**src/rtl/operand_drain_arbiter.sv**
```systemverilog
// Round-robin burst drain of NUM_REQ operand FIFOs onto one registered port.
// Define OPERAND_DRAIN_ARB_XFER_CNT_EN to add the xfer_count output.
module operand_drain_arbiter #(
  parameter int NUM_REQ    = 4,
  parameter int DATA_WIDTH = 8,
  parameter int BURST_LEN  = 4,
  localparam int SRC_W  = (NUM_REQ > 1) ? $clog2(NUM_REQ) : 1,
  localparam int BEAT_W = $clog2(BURST_LEN + 1)
) (
  input  logic                          clk,
  input  logic                          rst,
  input  logic [NUM_REQ-1:0]            fifo_empty,
  input  logic [NUM_REQ*DATA_WIDTH-1:0] fifo_head,
  output logic [NUM_REQ-1:0]            fifo_pop,
  output logic [DATA_WIDTH-1:0]         out_data,
  output logic [SRC_W-1:0]              out_src,
  output logic                          out_last,
  output logic                          out_valid,
  input  logic                          out_ready
`ifdef OPERAND_DRAIN_ARB_XFER_CNT_EN
  ,
  output logic [31:0]                   xfer_count
`endif
);

  typedef enum logic {IDLE, BURST} state_t;

  localparam logic [BEAT_W-1:0] LAST_BEAT =
    BEAT_W'(BURST_LEN - 1);
  localparam logic [SRC_W-1:0] LAST_SRC =
    SRC_W'(NUM_REQ - 1);
  localparam logic [SRC_W:0] NREQ_W =
    (SRC_W + 1)'(NUM_REQ);

  state_t                state, state_d;
  logic [SRC_W-1:0]      rr_ptr, rr_d;
  logic [SRC_W-1:0]      grant, grant_d;
  logic [SRC_W-1:0]      grant_nxt, pick;
  logic [SRC_W:0]        idx;
  logic [BEAT_W-1:0]     beat, beat_d;
  logic                  found, load, take;
  logic                  cur_empty;
  logic [DATA_WIDTH-1:0] cur_head;
  logic [DATA_WIDTH-1:0] heads [NUM_REQ];

  for (genvar i = 0; i < NUM_REQ; i++) begin : g_head
    assign heads[i] =
      fifo_head[i*DATA_WIDTH +: DATA_WIDTH];
  end

  assign cur_head  = heads[grant];
  assign cur_empty = fifo_empty[grant];
  assign load      = ~out_valid | out_ready;
  assign grant_nxt =
    (grant == LAST_SRC) ? '0 : grant + 1'b1;

  // first non-empty FIFO at or after rr_ptr, wrapping
  always_comb begin
    found = 1'b0;
    pick  = '0;
    idx   = '0;
    for (int j = 0; j < NUM_REQ; j++) begin
      idx = {1'b0, rr_ptr} + (SRC_W + 1)'(j);
      if (idx >= NREQ_W)
        idx = idx - NREQ_W;
      if (!found && !fifo_empty[idx[SRC_W-1:0]]) begin
        found = 1'b1;
        pick  = idx[SRC_W-1:0];
      end
    end
  end

  always_comb begin
    state_d  = state;
    grant_d  = grant;
    beat_d   = beat;
    rr_d     = rr_ptr;
    take     = 1'b0;
    fifo_pop = '0;
    case (state)
      IDLE: begin
        if (found) begin
          grant_d = pick;
          beat_d  = '0;
          state_d = BURST;
        end
      end
      BURST: begin
        if (load) begin
          if (!cur_empty) begin
            take = 1'b1;
            if (beat == LAST_BEAT) begin
              state_d = IDLE;
              rr_d    = grant_nxt;
            end else begin
              beat_d = beat + 1'b1;
            end
          end else begin
            state_d = IDLE;
            rr_d    = grant_nxt;
          end
        end
      end
      default: state_d = IDLE;
    endcase
    if (take && !rst)
      fifo_pop[grant] = 1'b1;
  end

  always_ff @(posedge clk) begin
    if (rst) begin
      state  <= IDLE;
      rr_ptr <= '0;
      grant  <= '0;
      beat   <= '0;
    end else begin
      state  <= state_d;
      rr_ptr <= rr_d;
      grant  <= grant_d;
      beat   <= beat_d;
    end
  end

  always_ff @(posedge clk) begin
    if (rst) begin
      out_valid <= 1'b0;
      out_data  <= '0;
      out_src   <= '0;
      out_last  <= 1'b0;
    end else if (take) begin
      out_valid <= 1'b1;
      out_data  <= cur_head;
      out_src   <= grant;
      out_last  <= (beat == LAST_BEAT);
    end else if (load) begin
      out_valid <= 1'b0;
    end
  end

`ifdef OPERAND_DRAIN_ARB_XFER_CNT_EN
  always_ff @(posedge clk) begin
    if (rst)
      xfer_count <= '0;
    else if (out_valid && out_ready)
      xfer_count <= xfer_count + 32'd1;
  end
`endif

endmodule
```
**config.mk**
```make
export PLATFORM = sky130hd
export DESIGN_NAME = operand_drain_arbiter
export DESIGN_NICKNAME = d
export VERILOG_FILES = /design/src/rtl/operand_drain_arbiter.sv
export SDC_FILE = /design/constraint.sdc
export NUM_CORES = 1
export LEC_CHECK = 0
export BUFFER_PORTS_ARGS = -buffer_cell sky130_fd_sc_hd__buf_2
export CAP_MARGIN = 25
export CORE_ASPECT_RATIO = 0.9
export CORE_MARGIN = 8
export CORE_UTILIZATION = 46
export DETAILED_ROUTE_END_ITERATION = 10
export PLACE_DENSITY = 0.79
export SLEW_MARGIN = 0
export SYNTH_ARGS = -nofsm -noshare
export SYNTH_HDL_FRONTEND = slang
export SYNTH_SLANG_ARGS = --single-unit
```
**constraint.sdc**
```tcl
create_clock -name clk -period 2.1 [get_ports clk]
set_input_delay 0.315 -clock clk [delete_from_list [all_inputs] [get_ports clk]]
set_output_delay 0.315 -clock clk [all_outputs]
set_load 0.1 [all_outputs]
```
==> results.toml <==
[run_status]
run_status = "complete, but fails checks"
violations = "negative setup slack"

[synthesis]
library_cell_with_the_largest_summed_area_after_synthesis = "dfxtp_1"
synthCells = 117
postSynthNetCount = 162
post_synth_main_area_contributors = "dfxtp_1, mux4_2, mux2i_1"
syn_area_sq_um = 1190
synth-seq-cells = 20
synth_cell_types = 28
post_synth.cell_area_avg_sq_um = 10.1
yosysSeqAreaShare_pct = 33.8
synth_largest_type_area_fraction_pct = 33.8
ys_warn_count = 0

[finish]
nNetsFinal = 218
finalCoreUtilization_pct = 66.0
antenna_cells_inserted = 0
final_cell_area_sq_um = 1610
area.growth.synth_to_final_pct = 36.1
drive_above_1_share_pct = 45.9
mostFrequentLayoutCell = "buf_2"
nFillCells = 220
most-common-layout-cells = "buf_2, dfxtp_1, nor2_1"

[cts]
clock_latency_ns = 0.31
cts.hold.buffers_added = 0
clock-sinks = 20
htree_depth = 1
cts_made_buffers = 3
clock_tree_from_tritoncts = "done"
cts.root.buffer_cell = "clkbuf_4"
cts_buffer_depth = 2
cts.reportedPaths.clkPinSlew_ns = 0.12

[global_route]
gr-usage-all-layers_pct = 13.8
grt_first_pass_wirelength_mm = 5.13
global_route.overflow_total = 0
number_of_antenna_violations_at_the_first_check_in_global_routing = 0
pin_count_of_the_biggest_net_entering_global_routing = 21
via_count_of_the_first_global_routing_pass = 1101

[floorplanning]
core_region_area_sq_um = 2450
ioPinCount = 55
die_h_um = 64.2
width_of_the_die_um = 69.5
starting_density_of_the_core_pct = 48.5
number_of_rows_in_the_core_area = 17
die_area_sq_um = 4460

[critical_path]
setup.worst_path.end_class = "primary output"
startpoint_class = "register"
worstPathMaxFanout = 4
critPathRequiredTime_ns = 1.78
timing.setup.critical_path_class = "register to primary output"
cp_data_arrival_time_ns = 1.83

[routing]
route.detailed.drc = 0
drt-total-wl_mm = 3.17
drt.antenna.violating_nets = 0
wirelength_met1_mm = 1.27
viasPerCell = 5.49
routed-via-count = 1098
routedWlPerCell_um = 15.9
dr.pass1.iters = 4
dr_wl_met2_mm = 1.58
highest-signal-layer = "met4"
count_of_routing_violations_after_the_opening_detailed_route_iteration = 25
met3RoutedLength_um = 299

[timing]
grt_setup_unrepaired = "true"
post-route-min-period_ns = 2.14
post-route-period-util_pct = 102
worst_hold_slack_ns = 0.368
hold_violations = 0
slew_viol_final = 0
setup_viol = 4
final.setup.worst_slack_ns = -0.0426
final.setup_skew_ns = 0.00176
timing.max_slew.rel_slack_pct = 67.3
tightestPinTransition_ns = 0.494
max_freq_ghz = 0.467

[placed_design]
finalWeightedCongestion = 0.845
placement.io_buffers = 54
hpwl_mm = 2.55
place_area_sq_um = 1550

[power]
vdd_ir_drop_max_uv = 556
static-leakage-power_uw = 0.000776
power-per-cell-area_nw_per_um2 = 665

[job]
cap_violations = 0

[hold_path]
hp-class = "input port to register"
-- power breakdown --
group,total (uW),leakage [uW],internal [uW],switching (uW)
clock,320,0.0000279,193,127
sequential,421,0.000164,403,18.2
combinational,333,0.000584,123,210
-- final timing paths --
path                                                end  cells after the start                    start  slack [ns]
worst min register to register  out_src[1]$_SDFFE_PP0P_                      2  out_src[1]$_SDFFE_PP0P_        0.48
worst max register to register     beat[1]$_SDFFE_PP0P_                      5    grant[0]$_SDFFE_PP0P_        0.26
worst max-delay path                        fifo_pop[1]                      5    grant[0]$_SDFFE_PP0P_       -0.04
worst min-delay path              grant[1]$_SDFFE_PP0P_                      3            fifo_empty[2]        0.37
-- timing repair --
item                                    in CTS  in global routing
gates resized for setup                      3                  0
cloned                                       0                  0
setup buffers                                0                  0
endpoints found under the setup margin       4                  4
hold endpoints to repair                     0                  0
-- cells by family (layout without fill, tap and decap cells) --
family / count (synthesis) / after routing / synth area share, %
adders and majority gates: 6 / 6 / 6.33
AOI/OAI and AO/OA: 20 / 20 / 11.6
and+or+nand+nor: 37 / 37 / 16.2
DFF: 20 / 20 / 33.8
muxes: 21 / 21 / 27.2
buffers and inverters: 13 / 68 / 4.85
-- critical path, cell delays in order (launching register included) --
cell,delay (ns)
dfxtp_2,0.36
mux4_2,0.51
nand3b_4,0.19
nor2_4,0.11
and2_2,0.18
buf_12,0.17
-- final cells by class --
cell class / count / area, sq um / share of cell area (%)
inverters: 6 / 22.5 / 1.40
repair buffers: 58 / 360 / 22.3
multi-input cells: 84 / 741 / 45.9
well taps: 28 / 35.0 / 2.17
clock inverters: 1 / 30.0 / 1.86
clock buffers: 3 / 22.5 / 1.40
flip-flops and latches: 20 / 403 / 25.0
-- sequential cells by signal, summed over array words and instances (netlist names) --
signal     flops
out_src        2
state          1
grant          2
beat           3
out_last       1
out_valid      1
rr_ptr         2
out_data       8
-- layer usage --
metal	global-route usage, %	up-vias
met5	0	-
met4	2.30	0
met3	6.94	2
met2	26.0	46
met1	13.3	516
li1	-	534
-- cells in the mapped netlist, drive strengths merged --
master and n:
a2111o 1, a211o 1, a21oi 9, a221o 1, and2 4, buf 3
clkbuf 4, dfxtp 20, ha 6, inv 6, mux2i 12, mux4 9
nand2 6, nand2b 4, nand3 1, nand3b 1, nand4 1, nor2 15
nor3 1, o2111a 1, o211ai 4, o21a 1, o21ai 1, o221ai 1
or3 3, or3b 1
-- stage by stage --
stage | total power, uW | instances | setup slack, ns | TNS (ns)
finish | 1070 | 200 | -0.0426 | -0.155
global route | 1120 | 200 | -0.122 | -0.476
CTS | 1080 | 200 | -0.0623 | -0.226
detailed placement | 762 | 196 | 0.101 | 0
global placement | 753 | 196 | 0.164 | 0
floorplan | 674 | 117 | -0.0434 | -0.174
(Power assumes the default switching activity.)
